--- src/rtl/conv55_window_feeder.sv ---
// rtl/conv55_window_feeder.sv - 5x5 sliding-window generator for the conv55 datapath (optional win_count via CONV55_WIN_COUNT_EN)
module conv55_window_feeder #(
    parameter int IMG_W  = 32,
    parameter int DATA_W = 8
) (
    input  logic                   clk,
    input  logic                   rst,
    input  logic                   in_valid,
    output logic                   in_ready,
    input  logic [DATA_W-1:0]      in_pixel,
    output logic                   win_valid,
    input  logic                   win_ready,
    output logic [25*DATA_W-1:0]   win_data,
    output logic                   frame_done
`ifdef CONV55_WIN_COUNT_EN
    ,
    output logic [15:0]            win_count
`endif
);

    localparam int              CW   = (IMG_W > 1) ? $clog2(IMG_W) : 1;
    localparam logic [CW-1:0]   LAST = CW'(IMG_W - 1);
    localparam logic [CW-1:0]   FOUR = CW'(4);

    logic [CW-1:0]          col_q, col_d, row_q, row_d;
    logic                   win_valid_q, win_valid_d;
    logic                   frame_done_q, frame_done_d;
    logic [25*DATA_W-1:0]   win_q, win_d;
    logic [DATA_W-1:0]      lb_q [4][IMG_W];
    logic [DATA_W-1:0]      lb_d [4][IMG_W];
    logic                   accept, xfer, win_hit;

    assign in_ready   = !win_valid_q || win_ready;
    assign accept     = in_valid && in_ready;
    assign xfer       = win_valid_q && win_ready;
    assign win_hit    = accept && (row_q >= FOUR) && (col_q >= FOUR);
    assign win_valid  = win_valid_q;
    assign win_data   = win_q;
    assign frame_done = frame_done_q;

    // Chained delay lines: each one outputs the pixel one row above its input.
    always_comb begin
        lb_d = lb_q;
        if (accept) begin
            lb_d[0][0] = in_pixel;
            for (int i = 1; i < 4; i++) lb_d[i][0] = lb_q[i-1][IMG_W-1];
            for (int i = 0; i < 4; i++)
                for (int k = 1; k < IMG_W; k++) lb_d[i][k] = lb_q[i][k-1];
        end
    end

    // Window shifts left; the new right column is oldest row (top) to in_pixel (bottom).
    always_comb begin
        win_d = win_q;
        if (accept) begin
            for (int r = 0; r < 5; r++)
                for (int c = 0; c < 4; c++)
                    win_d[DATA_W*(r*5+c) +: DATA_W] = win_q[DATA_W*(r*5+c+1) +: DATA_W];
            for (int r = 0; r < 4; r++)
                win_d[DATA_W*(r*5+4) +: DATA_W] = lb_q[3-r][IMG_W-1];
            win_d[DATA_W*24 +: DATA_W] = in_pixel;
        end
    end

    // Raster position, frame end pulse and window-valid handshake.
    always_comb begin
        col_d        = col_q;
        row_d        = row_q;
        frame_done_d = 1'b0;
        win_valid_d  = win_valid_q;
        if (accept) begin
            if (col_q == LAST) begin
                col_d = '0;
                if (row_q == LAST) begin
                    row_d        = '0;
                    frame_done_d = 1'b1;
                end else begin
                    row_d = row_q + CW'(1);
                end
            end else begin
                col_d = col_q + CW'(1);
            end
        end
        if (win_hit)
            win_valid_d = 1'b1;
        else if (xfer)
            win_valid_d = 1'b0;
    end

    // Control state register.
    always_ff @(posedge clk or posedge rst) begin
        if (rst) begin
            col_q        <= '0;
            row_q        <= '0;
            win_valid_q  <= 1'b0;
            frame_done_q <= 1'b0;
            win_q        <= '0;
        end else begin
            col_q        <= col_d;
            row_q        <= row_d;
            win_valid_q  <= win_valid_d;
            frame_done_q <= frame_done_d;
            win_q        <= win_d;
        end
    end

    // Line-buffer storage needs no reset: stale rows are overwritten before use.
    always_ff @(posedge clk) begin
        lb_q <= lb_d;
    end

`ifdef CONV55_WIN_COUNT_EN
    logic [15:0] win_count_q, win_count_d;
    logic        last_pend_q, last_pend_d;
    logic        wc_clr_q, wc_clr_d;

    assign win_count = win_count_q;

    // last_pend marks the held window as the frame's final one; its transfer clears the count next cycle.
    always_comb begin
        last_pend_d = last_pend_q;
        if (frame_done_d)
            last_pend_d = 1'b1;
        else if (xfer)
            last_pend_d = 1'b0;
        wc_clr_d    = xfer && last_pend_q;
        win_count_d = (wc_clr_q ? 16'd0 : win_count_q) + {15'd0, xfer};
    end

    // Window counter state.
    always_ff @(posedge clk or posedge rst) begin
        if (rst) begin
            win_count_q <= '0;
            last_pend_q <= 1'b0;
            wc_clr_q    <= 1'b0;
        end else begin
            win_count_q <= win_count_d;
            last_pend_q <= last_pend_d;
            wc_clr_q    <= wc_clr_d;
        end
    end
`endif

endmodule

--- config.mk ---
export PLATFORM = sky130hd
export DESIGN_NAME = conv55_window_feeder
export DESIGN_NICKNAME = d
export VERILOG_FILES = /design/src/rtl/conv55_window_feeder.sv
export SDC_FILE = /design/constraint.sdc
export NUM_CORES = 1
export LEC_CHECK = 0
export CAP_MARGIN = 20
export CELL_PAD_IN_SITES_DETAIL_PLACEMENT = 1
export CELL_PAD_IN_SITES_GLOBAL_PLACEMENT = 1
export CORE_MARGIN = 5
export CORE_UTILIZATION = 48
export CTS_CLUSTER_SIZE = 40
export DETAILED_ROUTE_END_ITERATION = 10
export PLACE_DENSITY_LB_ADDON = 0.1
export SYNTH_ARGS = -nofsm -noshare
export SYNTH_HDL_FRONTEND = slang
export SYNTH_SLANG_ARGS = --single-unit
--- constraint.sdc ---
create_clock -name clk -period 7.3 [get_ports clk]
set_input_delay 1.095 -clock clk [delete_from_list [all_inputs] [get_ports clk]]
set_output_delay 1.095 -clock clk [all_outputs]
set_load 0.03 [all_outputs]
==> results.py <==
metrics = {
    "outcome": {
        "status": "finished clean",
    },
    "sta": {
        "max_clock_freq_mhz": 271.5,
        "whs_ns": 0.4074,
        "setup_violations": 0,
        "slew_headroom_pct": 31.76,
        "tightest_slew_ns": 1.024,
        "clock_skew_ns": 0.01676,
        "post-route-min-period_ns": 3.684,
        "rsz0062_at_grt": "no",
        "fin_setup_tns_ns": 0,
        "final-hold-violation-count": 0,
        "fin_ws_ns": 3.616,
        "drv_slew": 0,
        "final_min_period_over_clock_period_pct": 50.46,
    },
    "power": {
        "power_switching_mw": 5.157,
        "power_density_nw_per_um2": 424.3,
        "power_mw": 19.84,
        "p_seq_share_pct": 51.4,
        "leakagePower_nw": 16.72,
        "combinationalPowerShare_pct": 17.6,
        "p_int_mw": 14.68,
        "pwr-share-clk_pct": 31.0,
        "p_sw_share_pct": 25.99,
        "ir_worst_vdd_uv": 266.6,
    },
    "route": {
        "drt.antenna.violating_nets": 0,
        "drtPass1Iterations": 4,
        "wl_um": 55670,
        "drt_iter0_markers": 1034,
        "vias": 14550,
        "wire_per_inst_um": 18.50,
        "viasPerCell": 4.836,
        "drc": 0,
    },
    "critical_path": {
        "cp_top_family": "buffers and inverters",
        "worstSetupPathType": "in -> out",
        "crit_chain": "clkdlybuf4s50_1 -> nor2b_4 -> inv_2 -> clkdlybuf4s50_1",
        "cp-end-kind": "output pin",
        "cp.depth": 4,
        "crit_buf_inv": 3,
        "reg2regPathDepth": 6,
        "critPathRequiredTime_ns": 6.20,
        "cp_common_cell": "clkdlybuf4s50_1",
        "cp.arrival_ns": 2.59,
        "cp_slowest_cell": "clkdlybuf4s50_1",
        "max_stage_delay_ns": 0.73,
        "cp_max_fo": 12,
        "worstSetupStartpointType": "input pin",
    },
    "finish": {
        "final_layout_size_suffix_gt1_share_pct": 20.42,
        "num_antenna_cells": 0,
        "nets": 1852,
        "syn_to_final_growth_pct": 19.04,
        "final_util_pct": 57.32,
        "layoutNonFillerInstCount": 3009,
        "fin_area_um2": 46760,
    },
    "synth": {
        "ys_seq_area_share_pct": 91.78,
        "synthCells": 1511,
        "synth.area.top_cells": "edfxtp_1, dfrtp_1, mux2_4",
        "yosys.area.top_type": "edfxtp_1",
        "synth_edf_count": 1024,
        "async_reset_ff_share_pct": 17.15,
        "syn_area_um2": 39290,
        "yosys_warnings": 0,
        "synth_nets": 1529,
        "synth_top_area_share_pct": 78.27,
        "syn_area_per_cell_um2": 26.00,
        "synth-seq-cells": 1236,
        "yosys_most_used_dff": "edfxtp_1",
        "ys_types": 32,
    },
    "clock_tree": {
        "htreeDepth": 3,
        "cts_resized": 0,
        "insertion_delay_ns": 0.65,
        "ctsHoldBuffers": 0,
        "cts-root-buf": "clkbuf_16",
        "numCtsBuffers": 119,
        "post_cts_buffers": 0,
        "ctsLongestPathBuffers": 3,
        "clk_pin_slew_ns": 0.06,
        "clock_sinks": 1236,
        "cts_tree": "built",
    },
    "flow_run": {
        "maxCapViolCount": 0,
    },
    "placed_design": {
        "hpwl_um": 28350,
        "placed_cell_area_um2": 42750,
        "place_inst": 2783,
        "gp_congestion": 0.7119,
        "pre_cts_slack_ns": 3.232,
        "io_buffers": 214,
    },
    "global_routing": {
        "grt_max_degree": 189,
        "antenna_found_initial": 0,
        "track_usage_pct": 12.59,
        "grt_pass1_wl_um": 88360,
        "grt_pass1_vias": 15480,
        "grt_overflow": 0,
    },
    "die": {
        "initial_core_util_pct": 48.15,
        "core_area_um2": 81580,
        "row_count": 105,
        "boundaryPins": 215,
        "die_area_um2": 87670,
        "die_w_um": 296.1,
        "die_h_um": 296.1,
    },
    "hold_path": {
        "min_delay_path_depth": 0,
        "hold_path.class": "reg -> reg",
    },
}
placed cells by master (no fill, tap or decap), drive strengths merged, types with 2 or more instances in the layout:
cell | Yosys | routed
o211ai | 2 | 2
ha | 6 | 6
dfrtp | 212 | 212
nor3 | 2 | 2
clkinvlp | 0 | 3
inv | 9 | 13
nor2b | 3 | 3
nand4 | 2 | 2
edfxtp | 1024 | 1024
o31ai | 2 | 2
clkdlybuf4s50 | 0 | 214
bufinv | 0 | 12
clkbuf | 0 | 180
buf | 23 | 11
o21ai | 3 | 3
clkinv | 0 | 27
mux2 | 203 | 203
nand2 | 3 | 3
nor2 | 2 | 2
and3 | 4 | 4
flip-flops by register name, summed over array words and instances, names as in the netlist:
| signal | flops |
|---|---|
| lb_q | 1024 |
| col_q | 5 |
| row_q | 5 |
| win_valid | 1 |
| frame_done | 1 |
| win_data | 200 |
synth_stat cells (2+ instances only):
library cell / n
and3_1: 4
buf_2: 8
buf_6: 15
dfrtp_1: 212
edfxtp_1: 1024
ha_1: 6
inv_1: 7
mux2_2: 100
mux2_4: 103
nand2_1: 2
nand4_1: 2
nor2_1: 2
nor2b_1: 2
nor3_1: 2
o211ai_1: 2
o21ai_0: 3
o31ai_1: 2
per-layer routing:
metal,global-route usage [%],vias up,share of wire [%]
li1,-,6588,-
met1,19.27,7548,49
met2,17.71,326,43
met3,3.490,91,6.0
met4,4.280,0,2.2
met5,0,-,0
final timing paths:
path                            from            end  slack [ns]
min in group asynchronous        rst  win_data[175]        0.88
hold / removal              lb_q[59]       lb_q[51]        0.41
hold reg to reg             lb_q[59]       lb_q[51]        0.41
setup reg to reg           win_valid  win_data[156]        4.41
setup / recovery           win_ready       in_ready        3.62
max in group asynchronous        rst  win_data[149]        5.09
power groups by stage:
stage                     combinational [mW]  clock [mW]  sequential, mW
after detailed placement                3.54           0            10.3
after global placement                  3.47           0            10.3
after floorplan                         1.16           0            11.2
after global routing                    3.67        6.75            10.4
after CTS                               3.54        6.39            10.2
final                                   3.49        6.16            10.2
final cells by class:
cell class | count | area, µm²
Clock buffer | 180 | 3463
Multi-Input combinational cell | 243 | 2985
Clock inverter | 46 | 553.0
Tap cell | 1070 | 1339
Inverter | 9 | 57.56
Sequential cell | 1236 | 36050
Fill cell | 6670 | 34820
Timing Repair Buffer | 225 | 2312
logic make-up (layout without fill, tap and decap cells):
family,count (synthesis),after routing,synth area share (%)
buffers and inverters,32,460,0.6243
AOI/OAI and AO/OA,15,15,0.2771
adders and majority gates,6,6,0.1911
muxes,203,203,6.803
DFF,1236,1236,91.78
and+or+nand+nor,19,19,0.3280
No activity file was read; power rests on OpenSTA's default activity.
